### config.mk
export PLATFORM = sky130hd
export DESIGN_NAME = ctrl_unit_flat
export DESIGN_NICKNAME = d
export VERILOG_FILES = /design/src/rtl/ctrl_unit_pkg.sv /design/src/rtl/ctrl_unit_if.sv /design/src/rtl/ctrl_decode.sv /design/src/rtl/ctrl_unit.sv /design/src/flat_wrapper.sv
export SDC_FILE = /design/constraint.sdc
export NUM_CORES = 1
export LEC_CHECK = 0
export CAP_MARGIN = 10
export CORE_UTILIZATION = 36
export CTS_BUF_LIST = sky130_fd_sc_hd__clkbuf_16
export DETAILED_ROUTE_END_ITERATION = 6
export MAX_ROUTING_LAYER = met4
export PLACE_DENSITY = 0.77
export SLEW_MARGIN = 20
export SYNTH_ARGS = -nofsm -noshare
export SYNTH_HDL_FRONTEND = slang
export SYNTH_SLANG_ARGS = --single-unit
### constraint.sdc
create_clock -name clk -period 1.35 [get_ports clk]
set_input_delay 0.135 -clock clk [delete_from_list [all_inputs] [get_ports clk]]
set_output_delay 0.135 -clock clk [all_outputs]
set_load 0.01 [all_outputs]
### src/rtl/ctrl_unit_pkg.sv
// Shared encodings for the accumulator-CPU control unit: ALU codes, opcodes,
// bus selects, FSM states and the packed control-word bundle.
package ctrl_unit_pkg;

    localparam int ALUS_W = 7;
    localparam int IR_W   = 8;

    // Must match the datapath ALU function decoder exactly.
    localparam logic [ALUS_W-1:0] ALUS_NOP  = 7'd0;
    localparam logic [ALUS_W-1:0] ALUS_ADD  = 7'd1;
    localparam logic [ALUS_W-1:0] ALUS_SUB  = 7'd2;
    localparam logic [ALUS_W-1:0] ALUS_AND  = 7'd3;
    localparam logic [ALUS_W-1:0] ALUS_OR   = 7'd4;
    localparam logic [ALUS_W-1:0] ALUS_XOR  = 7'd5;
    localparam logic [ALUS_W-1:0] ALUS_INC  = 7'd6;
    localparam logic [ALUS_W-1:0] ALUS_CLR  = 7'd7;
    localparam logic [ALUS_W-1:0] ALUS_NOT  = 7'd8;
    localparam logic [ALUS_W-1:0] ALUS_PASS = 7'd9;

    localparam logic [3:0] OP_NOP  = 4'h0;
    localparam logic [3:0] OP_LDAC = 4'h1;
    localparam logic [3:0] OP_STAC = 4'h2;
    localparam logic [3:0] OP_MVAC = 4'h3;
    localparam logic [3:0] OP_MOVR = 4'h4;
    localparam logic [3:0] OP_JUMP = 4'h5;
    localparam logic [3:0] OP_JMPZ = 4'h6;
    localparam logic [3:0] OP_JPNZ = 4'h7;
    localparam logic [3:0] OP_ADD  = 4'h8;
    localparam logic [3:0] OP_SUB  = 4'h9;
    localparam logic [3:0] OP_AND  = 4'hA;
    localparam logic [3:0] OP_OR   = 4'hB;
    localparam logic [3:0] OP_XOR  = 4'hC;
    localparam logic [3:0] OP_INC  = 4'hD;
    localparam logic [3:0] OP_CLAC = 4'hE;
    localparam logic [3:0] OP_NOT  = 4'hF;

    localparam logic [3:0] HALT_SUBCODE = 4'hF;

    localparam logic [1:0] BUS_NONE = 2'd0;
    localparam logic [1:0] BUS_R    = 2'd1;
    localparam logic [1:0] BUS_DR   = 2'd2;
    localparam logic [1:0] BUS_AC   = 2'd3;

    typedef enum logic [3:0] {
        S_IDLE   = 4'd0,
        S_FETCH1 = 4'd1,
        S_FETCH2 = 4'd2,
        S_FETCH3 = 4'd3,
        S_DECODE = 4'd4,
        S_EXEC   = 4'd5,
        S_ADDR1  = 4'd6,
        S_ADDR2  = 4'd7,
        S_LD1    = 4'd8,
        S_LD2    = 4'd9,
        S_ST1    = 4'd10,
        S_ST2    = 4'd11,
        S_JMP2   = 4'd12,
        S_HALT   = 4'd13
    } state_t;

    typedef struct packed {
        logic [ALUS_W-1:0] alus;
        logic [1:0]        bus_sel;
        logic              ar_ld_pc;
        logic              ar_ld_dr;
        logic              pc_inc;
        logic              pc_ld;
        logic              dr_ld;
        logic              ir_ld;
        logic              ac_ld;
        logic              z_ld;
        logic              r_ld;
        logic              rd;
        logic              wr;
        logic              done;
        logic              halted;
    } ctrl_t;

    function automatic logic [ALUS_W-1:0] alu_code(input logic [3:0] op);
        case (op)
            OP_ADD:  return ALUS_ADD;
            OP_SUB:  return ALUS_SUB;
            OP_AND:  return ALUS_AND;
            OP_OR:   return ALUS_OR;
            OP_XOR:  return ALUS_XOR;
            OP_INC:  return ALUS_INC;
            OP_CLAC: return ALUS_CLR;
            OP_NOT:  return ALUS_NOT;
            default: return ALUS_NOP;
        endcase
    endfunction

endpackage

### src/rtl/ctrl_unit_if.sv
// Control-unit <-> datapath bundle: IR/zero flag in, ALU code and strobes out.
interface ctrl_unit_if;
    import ctrl_unit_pkg::*;

    logic [IR_W-1:0]   ir;
    logic              z;
    logic [ALUS_W-1:0] alus;
    logic [1:0]        bus_sel;
    logic              ar_ld_pc;
    logic              ar_ld_dr;
    logic              pc_inc;
    logic              pc_ld;
    logic              dr_ld;
    logic              ir_ld;
    logic              ac_ld;
    logic              z_ld;
    logic              r_ld;
    logic              rd;
    logic              wr;
    logic              done;
    logic              halted;

    modport master (
        input  ir, z,
        output alus, bus_sel, ar_ld_pc, ar_ld_dr, pc_inc, pc_ld, dr_ld,
               ir_ld, ac_ld, z_ld, r_ld, rd, wr, done, halted
    );

    modport slave (
        output ir, z,
        input  alus, bus_sel, ar_ld_pc, ar_ld_dr, pc_inc, pc_ld, dr_ld,
               ir_ld, ac_ld, z_ld, r_ld, rd, wr, done, halted
    );

endinterface

### src/rtl/ctrl_decode.sv
// Moore output decode: current state (plus opcode, and z in JMP2) -> control word.
module ctrl_decode
    import ctrl_unit_pkg::*;
(
    input  state_t     state,
    input  logic [3:0] op,
    input  logic       z,
    output ctrl_t      ctrl
);

    always_comb begin
        ctrl = '0;
        case (state)
            S_FETCH1: ctrl.ar_ld_pc = 1'b1;
            S_FETCH2, S_ADDR1: begin
                ctrl.rd     = 1'b1;
                ctrl.dr_ld  = 1'b1;
                ctrl.pc_inc = 1'b1;
            end
            S_FETCH3: ctrl.ir_ld = 1'b1;
            S_EXEC: begin
                ctrl.done = 1'b1;
                if (op[3]) begin
                    ctrl.alus    = alu_code(op);
                    ctrl.bus_sel = BUS_R;
                    ctrl.ac_ld   = 1'b1;
                    ctrl.z_ld    = 1'b1;
                end else if (op == OP_MVAC) begin
                    ctrl.bus_sel = BUS_AC;
                    ctrl.r_ld    = 1'b1;
                end else if (op == OP_MOVR) begin
                    ctrl.alus    = ALUS_PASS;
                    ctrl.bus_sel = BUS_R;
                    ctrl.ac_ld   = 1'b1;
                    ctrl.z_ld    = 1'b1;
                end
            end
            S_ADDR2: ctrl.ar_ld_dr = 1'b1;
            S_LD1: begin
                ctrl.rd    = 1'b1;
                ctrl.dr_ld = 1'b1;
            end
            S_LD2: begin
                ctrl.alus    = ALUS_PASS;
                ctrl.bus_sel = BUS_DR;
                ctrl.ac_ld   = 1'b1;
                ctrl.z_ld    = 1'b1;
                ctrl.done    = 1'b1;
            end
            S_ST1: begin
                ctrl.bus_sel = BUS_AC;
                ctrl.dr_ld   = 1'b1;
            end
            S_ST2: begin
                ctrl.wr   = 1'b1;
                ctrl.done = 1'b1;
            end
            S_JMP2: begin
                ctrl.done  = 1'b1;
                ctrl.pc_ld = (op == OP_JUMP) ||
                             (op == OP_JMPZ && z) ||
                             (op == OP_JPNZ && !z);
            end
            S_HALT: ctrl.halted = 1'b1;
            default: ;
        endcase
    end

endmodule

### src/rtl/ctrl_unit.sv
// Hardwired multi-cycle control unit: state register, next-state logic and
// the ctrl_decode output stage driving the datapath bundle.
module ctrl_unit
    import ctrl_unit_pkg::*;
(
    input  logic         clk,
    input  logic         rst,
    ctrl_unit_if.master  cu
);

    state_t     state;
    state_t     next_state;
    logic [3:0] op;
    ctrl_t      ctrl;

    assign op = cu.ir[IR_W-1:IR_W-4];

    // NOTE: sequential state uses non-blocking assignment so every flop samples pre-edge values.
    always_ff @(posedge clk or posedge rst) begin
        if (rst) state <= S_IDLE;
        else     state <= next_state;
    end

    // NOTE: next_state gets a default before the case so no path can infer a latch.
    always_comb begin
        next_state = S_IDLE;
        case (state)
            S_IDLE:   next_state = S_FETCH1;
            S_FETCH1: next_state = S_FETCH2;
            S_FETCH2: next_state = S_FETCH3;
            S_FETCH3: next_state = S_DECODE;
            S_DECODE: begin
                case (op)
                    OP_NOP:  next_state = (cu.ir[3:0] == HALT_SUBCODE) ? S_HALT : S_EXEC;
                    OP_LDAC, OP_STAC, OP_JUMP, OP_JMPZ, OP_JPNZ:
                             next_state = S_ADDR1;
                    default: next_state = S_EXEC;
                endcase
            end
            S_ADDR1:  next_state = (op == OP_LDAC || op == OP_STAC) ? S_ADDR2 : S_JMP2;
            S_ADDR2:  next_state = (op == OP_LDAC) ? S_LD1 : S_ST1;
            S_LD1:    next_state = S_LD2;
            S_ST1:    next_state = S_ST2;
            S_EXEC, S_LD2, S_ST2, S_JMP2:
                      next_state = S_FETCH1;
            S_HALT:   next_state = S_HALT;
            default:  next_state = S_IDLE;
        endcase
    end

    ctrl_decode u_decode (
        .state (state),
        .op    (op),
        .z     (cu.z),
        .ctrl  (ctrl)
    );

    assign cu.alus     = ctrl.alus;
    assign cu.bus_sel  = ctrl.bus_sel;
    assign cu.ar_ld_pc = ctrl.ar_ld_pc;
    assign cu.ar_ld_dr = ctrl.ar_ld_dr;
    assign cu.pc_inc   = ctrl.pc_inc;
    assign cu.pc_ld    = ctrl.pc_ld;
    assign cu.dr_ld    = ctrl.dr_ld;
    assign cu.ir_ld    = ctrl.ir_ld;
    assign cu.ac_ld    = ctrl.ac_ld;
    assign cu.z_ld     = ctrl.z_ld;
    assign cu.r_ld     = ctrl.r_ld;
    assign cu.rd       = ctrl.rd;
    assign cu.wr       = ctrl.wr;
    assign cu.done     = ctrl.done;
    assign cu.halted   = ctrl.halted;

endmodule

### src/flat_wrapper.sv
// flat-port wrapper written by rule: the top's interface ports become plain ports
module ctrl_unit_flat import ctrl_unit_pkg::*;
  (clk, rst, cu_ir, cu_z, cu_alus, cu_bus_sel, cu_ar_ld_pc, cu_ar_ld_dr, cu_pc_inc, cu_pc_ld, cu_dr_ld, cu_ir_ld, cu_ac_ld, cu_z_ld, cu_r_ld, cu_rd, cu_wr, cu_done, cu_halted);
  ctrl_unit_if cu_i ();
  input  logic clk;
  input  logic rst;
  input wire logic [$bits(cu_i.ir)-1:0] cu_ir;
  input wire logic [$bits(cu_i.z)-1:0] cu_z;
  output wire logic [$bits(cu_i.alus)-1:0] cu_alus;
  output wire logic [$bits(cu_i.bus_sel)-1:0] cu_bus_sel;
  output wire logic [$bits(cu_i.ar_ld_pc)-1:0] cu_ar_ld_pc;
  output wire logic [$bits(cu_i.ar_ld_dr)-1:0] cu_ar_ld_dr;
  output wire logic [$bits(cu_i.pc_inc)-1:0] cu_pc_inc;
  output wire logic [$bits(cu_i.pc_ld)-1:0] cu_pc_ld;
  output wire logic [$bits(cu_i.dr_ld)-1:0] cu_dr_ld;
  output wire logic [$bits(cu_i.ir_ld)-1:0] cu_ir_ld;
  output wire logic [$bits(cu_i.ac_ld)-1:0] cu_ac_ld;
  output wire logic [$bits(cu_i.z_ld)-1:0] cu_z_ld;
  output wire logic [$bits(cu_i.r_ld)-1:0] cu_r_ld;
  output wire logic [$bits(cu_i.rd)-1:0] cu_rd;
  output wire logic [$bits(cu_i.wr)-1:0] cu_wr;
  output wire logic [$bits(cu_i.done)-1:0] cu_done;
  output wire logic [$bits(cu_i.halted)-1:0] cu_halted;
  assign cu_i.ir = cu_ir;
  assign cu_i.z = cu_z;
  assign cu_alus = cu_i.alus;
  assign cu_bus_sel = cu_i.bus_sel;
  assign cu_ar_ld_pc = cu_i.ar_ld_pc;
  assign cu_ar_ld_dr = cu_i.ar_ld_dr;
  assign cu_pc_inc = cu_i.pc_inc;
  assign cu_pc_ld = cu_i.pc_ld;
  assign cu_dr_ld = cu_i.dr_ld;
  assign cu_ir_ld = cu_i.ir_ld;
  assign cu_ac_ld = cu_i.ac_ld;
  assign cu_z_ld = cu_i.z_ld;
  assign cu_r_ld = cu_i.r_ld;
  assign cu_rd = cu_i.rd;
  assign cu_wr = cu_i.wr;
  assign cu_done = cu_i.done;
  assign cu_halted = cu_i.halted;
  ctrl_unit u_core (.clk(clk), .rst(rst), .cu(cu_i));
endmodule
==> summary.txt, run 1 <==
Global route
  – Leftover overflow at the end of global routing: 0
  – First-pass GRT wire length: 4380 um
  – Combined global-route utilization of all metal layers: 31.5%
  – Initial antenna violation count: 0
  – Via count of the first global-routing pass: 923
  – Pin count of the biggest net entering global routing: 13

Pwr
  – Cell leakage power: 0.000714 uW
  – PwrDens: 1750 mW/mm^2
  – Largest voltage drop on the vdd net: 1660 uV

Worst setup path
  – First element of the critical path: u_core.state[2]$_DFF_PP0_
  – Path depth of the worst reg2reg path: 6
  – Critical Setup Path Class: flop to output pin
  – Highest net fanout along the worst path: 5
  – Crit start category: flop
  – Crit-path cells: nand2_4 -> or3_4 -> nor4b_4 -> buf_2
  – Req. time, crit path: 1220 ps
  – Data arrival time of the critical path: 1520 ps
  – Beginning of the worst register-to-register path: u_core.state[1]$_DFF_PP0_
  – Worst-case register-to-register setup slack: -80 ps
  – RR Endpoint: u_core.state[0]$_DFF_PP0_
  – Critical path's largest stage delay: 450 ps
  – Cell with the largest stage delay on the worst path: sky130_fd_sc_hd__dfrtp_2
  – Endpoint class of the critical path: output pin

Worst hold path
  – Class of the most critical hold timing path: input pin to async pin

Die
  – Initial core utilization: 39.4%
  – Total Die Area: 0.00211 mm^2
  – Die boundary height: 46.0 um
  – Die width: 46.0 um
  – Row count: 15
  – Core box area: 0.00176 mm^2
  – Number of top-level pins: 33

Drt
  – Residual antenna-violating net count after detailed routing: 0
  – DRC violation total after the first TritonRoute iteration: 40
  – DRC violations left: 0
  – First drt pass iteration count: 4
  – Via Count: 1,082
  – Vias/cell: 5.88
  – Wire length per cell: 18.1 um
  – Post-detailed-routing wire length: 3330 um

CTS
  – Register clock-pin slew on the reported worst setup and hold paths: 30 ps
  – Clock tree from TritonCTS: done
  – Sinks on Clock Net: 4
  – H-tree depth: 1
  – Root Buffer: sky130_fd_sc_hd__clkbuf_16
  – Number of CTS-inserted buffers: 3
  – Maximum number of buffers from clock root to sink: 2
  – Hold-fix buffer count after cts: 0
  – Source-to-sink clock delay at the later pin of the worst-skew pair: 230 ps

Yosys
  – Total of warnings raised by yosys: 0
  – Primary flip-flop cell chosen by synthesis mapping: sky130_fd_sc_hd__dfrtp_1
  – Sequential share of the synthesized area: 14.4%
  – Portion of netlist area occupied by mux cells: 6.12%
  – Portion of synthesized cell area occupied by the leading cell type: 14.4%
  – Fraction of synthesized cell area in xor and xnor cells: 1.26%
  – Synthesized area: 696 um^2
  – Synth Area in Compound Gates: 23.0%
  – Post-synth top area cell: sky130_fd_sc_hd__dfrtp_1
  – Number of distinct library cells after synthesis: 38
  – Number of register bits inferred by synthesis: 4
  – Avg Synthesized Cell Area: 6.96 um^2
  – Number of synthesized flops with an enable pin: 0
  – Main combinational cell family by area after synthesis: simple AND/OR/NAND/NOR gates
  – Cell types occupying the most area after synthesis: sky130_fd_sc_hd__dfrtp_1 14%, sky130_fd_sc_hd__ha_1 9.0%, sky130_fd_sc_hd__nor2_1 7.6%
  – Area share of and/or/nand/nor cells after synthesis: 31.3%
  – Post-synthesis share of cell area spent on full adders, half adders and majority gates: 8.99%
  – Synthesized instance count: 100
  – Async set-or-reset flop fraction in the synthesized netlist: 100%

Timing
  – Number of setup violations in the final report: 20
  – Highest Clock Rate: 0.603 GHz
  – Min Hold Slack: 105 ps
  – Worst path setup slack after routing: -307 ps
  – Ratio of final minimum period to clock period: 123%
  – Min Tclk post-route: 1660 ps
  – Sum of negative setup slack: -3290 ps
  – Number of hold violations in the final report: 0
  – Unrepaired setup endpoints after global routing: true
  – Fin Clk Skew: 1.56 ps
  – Count of pins over their slew limit: 0

Status
  – Run status: finished, violations left
  – Violated checks: setup timing

Place
  – Port Buffer Count: 29
  – Area after DPL: 0.00118 mm^2
  – Global placement routability congestion: 0.841
  – DP Wirelength: 1670 um

Final layout
  – Number of nets in the finished design: 177
  – Highest-count cells in the layout ignoring fill and taps: 22 x sky130_fd_sc_hd__buf_4, 19 x sky130_fd_sc_hd__buf_6, 15 x sky130_fd_sc_hd__buf_2, 8 x sky130_fd_sc_hd__nor2_1, 7 x sky130_fd_sc_hd__nand2_1
  – Top register by number of flip-flops: u_core.state
  – Max FFs per register: 4
  – Core occupancy in the finished layout: 85.0%
  – Fraction of layout cells with a size suffix above 1: 64.8%
  – Antenna diode instance count: 0
  – Post-synthesis to final-layout area growth: 115%
  – Largest regs: u_core.state: 4 flops
  – Most common cell after layout, fill and taps aside: sky130_fd_sc_hd__buf_4
  – Number of filler instances in the final layout: 101
  – Post-route cell area: 0.00150 mm^2

Job
  – Number of max-capacitance violations reported: 0
## layer usage
| layer | wire length (um) | up-vias | global-route usage (%) |
|---|---|---|---|
| li1 | - | 463 | - |
| met1 | 1310 | 528 | 35.8 |
| met2 | 1640 | 73 | 51.0 |
| met3 | 224 | 18 | 5.95 |
| met4 | 143 | 0 | 18.2 |
| met5 | 0 | - | - |
## logic make-up (layout without fill, tap and decap cells)
group,count (synthesis),after routing
buffers and inverters,18,75
DFF,4,4
AOI/OAI and AO/OA,25,25
xor gates and xnor gates,1,1
other,1,3
muxes,4,4
and+or+nand+nor,42,42
adders and majority gates,5,5
## through the flow
step                cells  power [uW]  setup WS, ps
finish                184        2620          -307
global route          184        2710          -333
CTS                   184        2320          -276
detailed placement    173        1530          -856
global placement      173        1500          -760
floorplan             102         926         -41.9
## Yosys cell counts, types with 2 or more instances
master                     count
sky130_fd_sc_hd__a21oi_1       4
sky130_fd_sc_hd__and3_1        3
sky130_fd_sc_hd__buf_2         5
sky130_fd_sc_hd__buf_4         5
sky130_fd_sc_hd__clkbuf_1      2
sky130_fd_sc_hd__dfrtp_1       4
sky130_fd_sc_hd__ha_1          5
sky130_fd_sc_hd__inv_1         4
sky130_fd_sc_hd__mux2i_1       2
sky130_fd_sc_hd__nand2_1       9
sky130_fd_sc_hd__nand2b_1      5
sky130_fd_sc_hd__nand3_1       2
sky130_fd_sc_hd__nor2_1       14
sky130_fd_sc_hd__nor3_1        3
sky130_fd_sc_hd__o21ai_0       4
sky130_fd_sc_hd__o21ai_1       5
sky130_fd_sc_hd__o31ai_1       3
## worst max-delay path: cells and delay by family, from the launching register on
kind	cells	cell delay, ps
buf+inv	1	170
simple gates	3	660
flops	1	450
## cell type report
class	count	area, um^2	share of cell area (%)
clock buffers	3	75.1	5.01
inverters	5	21.3	1.42
multi-input cells	80	703	46.9
flip-flops and latches	4	104	6.93
well taps	25	31.3	2.09
repair buffers	67	564	37.6
## worst max path at each step
| stage | end | slack [ps] | cells past startpoint |
|---|---|---|---|
| 2_1_floorplan | cu_z_ld | -40 | 5 |
| 3_3_place_gp | cu_bus_sel[1] | -760 | 6 |
| 3_5_place_dp | cu_bus_sel[1] | -860 | 6 |
| 4_1_cts | cu_pc_ld | -280 | 4 |
| 5_1_grt | cu_pc_ld | -330 | 4 |
| 6_report | cu_pc_ld | -310 | 4 |
## power breakdown
part	total (uW)	leakage (uW)	internal, uW	switching [uW]
clock	480	0.0000370	380	99.8
sequential	279	0.0000466	178	101
combinational	1860	0.000630	918	942
total	2620	0.000714	1480	1140
## timing repair
| action | 4_1_cts | 5_1_grt |
|---|---|---|
| pin swaps | 15 | 10 |
| setup buffers | 11 | 1 |
| endpoints found under the setup margin | 22 | 22 |
| gates resized for setup | 125 | 23 |
(Power assumes the default switching activity.)
==> run 2: changes to the inputs <==
- CORE_MARGIN: unset -> 5
==> summary.txt, run 2 (synthesis results as in run 1) <==
Status
  – Run status: finished, violations left
  – Violated checks: setup timing

Worst hold path
  – Class of the most critical hold timing path: input pin to async pin

Timing
  – Sum of negative setup slack: -3190 ps
  – Worst path setup slack after routing: -353 ps
  – Number of hold violations in the final report: 0
  – Number of setup violations in the final report: 18
  – Unrepaired setup endpoints after global routing: true
  – Fin Clk Skew: 0.222 ps
  – Ratio of final minimum period to clock period: 126%
  – Min Tclk post-route: 1700 ps
  – Min Hold Slack: 150 ps
  – Highest Clock Rate: 0.587 GHz
  – Count of pins over their slew limit: 0

CTS
  – Maximum number of buffers from clock root to sink: 2
  – Clock tree from TritonCTS: done
  – H-tree depth: 1
  – Register clock-pin slew on the reported worst setup and hold paths: 30 ps
  – Number of CTS-inserted buffers: 3
  – Sinks on Clock Net: 4
  – Source-to-sink clock delay at the later pin of the worst-skew pair: 230 ps
  – Root Buffer: sky130_fd_sc_hd__clkbuf_16

Worst setup path
  – Crit start category: flop
  – Endpoint class of the critical path: output pin
  – Beginning of the worst register-to-register path: u_core.state[3]$_DFF_PP0_
  – RR Endpoint: u_core.state[1]$_DFF_PP0_
  – Worst-case register-to-register setup slack: -70 ps
  – Path depth of the worst reg2reg path: 6
  – Critical Setup Path Class: flop to output pin
  – Req. time, crit path: 1220 ps
  – Data arrival time of the critical path: 1570 ps
  – Highest net fanout along the worst path: 4

Global route
  – First-pass GRT wire length: 4950 um
  – Combined global-route utilization of all metal layers: 24.8%
  – Pin count of the biggest net entering global routing: 12
  – Leftover overflow at the end of global routing: 0
  – Initial antenna violation count: 0
  – Via count of the first global-routing pass: 1,098

Final layout
  – Max FFs per register: 4
  – Antenna diode instance count: 0
  – Most common cell after layout, fill and taps aside: sky130_fd_sc_hd__buf_4
  – Post-synthesis to final-layout area growth: 132%
  – Top register by number of flip-flops: u_core.state
  – Number of nets in the finished design: 179
  – Largest regs: u_core.state: 4 flops
  – Post-route cell area: 0.00162 mm^2
  – Area used by multi-input combinational logic: 766 um^2
  – Highest-count cells in the layout ignoring fill and taps: 24 x sky130_fd_sc_hd__buf_4, 18 x sky130_fd_sc_hd__buf_6, 13 x sky130_fd_sc_hd__buf_2, 9 x sky130_fd_sc_hd__nor2_1
  – Number of filler instances in the final layout: 76
  – Register cell area after layout: 104 um^2
  – Fraction of layout cells with a size suffix above 1: 68.9%

Pwr
  – Clock group share of total power: 16.4%
  – PwrDens: 1780 mW/mm^2
  – Largest voltage drop on the vdd net: 1360 uV
  – Switch Pwr: 1230 uW
  – Cell leakage power: 0.000748 uW
  – Portion of total power attributed to sequential cells: 9.4%
  – Share of power burned in combinational logic: 74.1%
  – Switching part of the total power: 42.9%
  – Cell-internal power: 1640 uW
  – Total power of the final layout: 2870 uW

Die
  – Die width: 54.0 um
  – Total Die Area: 0.00291 mm^2
  – Die boundary height: 54.0 um
  – Initial core utilization: 36.6%
  – Row count: 16
  – Number of top-level pins: 33
  – Core box area: 0.00190 mm^2

Job
  – Number of max-capacitance violations reported: 0

Drt
  – Wire length per cell: 20.3 um
  – Vias/cell: 5.65
  – DRC violation total after the first TritonRoute iteration: 43
  – Via Count: 1,062
  – Residual antenna-violating net count after detailed routing: 0
  – Post-detailed-routing wire length: 3820 um
  – First drt pass iteration count: 4
  – DRC violations left: 0

Place
  – Port Buffer Count: 29
  – Global placement routability congestion: 0.827
  – DP Wirelength: 1920 um
  – Area after DPL: 0.00116 mm^2
  – Worst setup slack before clock tree synthesis: -798 ps
==> run 2: cell types whose count changed in the layout (fill, tap and decap cells not counted), sizes merged <==
cell | previous run | this run
buf | 57 | 59
dlygate4sd2 | 4 | 2
clkdlybuf4s15 | 0 | 1
clkbuf | 3 | 4
==> run 2: worst max-delay path: stages, from the launching register on <==
cell and delay (ps):
sky130_fd_sc_hd__dfrtp_2 400, sky130_fd_sc_hd__buf_6 130, sky130_fd_sc_hd__nand2_4 40, sky130_fd_sc_hd__or3_4 350
sky130_fd_sc_hd__nor4b_4 250, sky130_fd_sc_hd__buf_2 170
==> run 2: area by class of cell <==
type                    instances  area share, %
clock buffers                   3           4.64
well taps                      27           2.09
repair buffers                 69           38.2
flip-flops and latches          4           6.42
multi-input cells              80           47.4
inverters                       5           1.32
==> run 2: power by group through the flow <==
stage                     Sequential (uW)  Clock (uW)  Combinational (uW)
after floorplan                       198           0                 727
after global placement                234           0                1250
after detailed placement              235           0                1300
after CTS                             256         473                1600
after global routing                  274         480                2210
final                                 271         471                2130
==> run 2: per-layer routing <==
metal / share of wire (%) / up-vias / wire length (um) / global-route usage [%]
met1: 41 / 503 / 1560 / 24.9
met5: 0 / - / 0 / -
met4: 4.4 / 0 / 168 / 17.4
met2: 49 / 71 / 1870 / 44.2
li1: - / 467 / - / -
met3: 5.9 / 21 / 226 / 2.77
==> run 2: worst max path at each step <==
stage	startpoint	end	slack [ps]	cells after the start
finish	u_core.state[3]$_DFF_PP0_	cu_pc_ld	-350	5
CTS	u_core.state[3]$_DFF_PP0_	cu_pc_ld	-310	5
global route	u_core.state[3]$_DFF_PP0_	cu_pc_ld	-390	5
detailed placement	cu_ir[5]	cu_bus_sel[1]	-800	6
floorplan	u_core.state[3]$_DFF_PP0_	cu_z_ld	-40	5
global placement	cu_ir[5]	cu_bus_sel[1]	-770	6
==> run 2: metrics by stage <==
step | std cells | utilization [%]
after global routing | 188 | 85.0
after floorplan | 102 | -
after global placement | 172 | 61.1
after detailed placement | 172 | 61.1
final | 188 | 85.0
after CTS | 185 | 73.4
==> run 2: repair_timing <==
item	4_1_cts	5_1_grt
hold buffers	0	0
pin swaps	9	8
gates resized for setup	120	46
buffers inserted	10	7
endpoints found under the setup margin	22	22
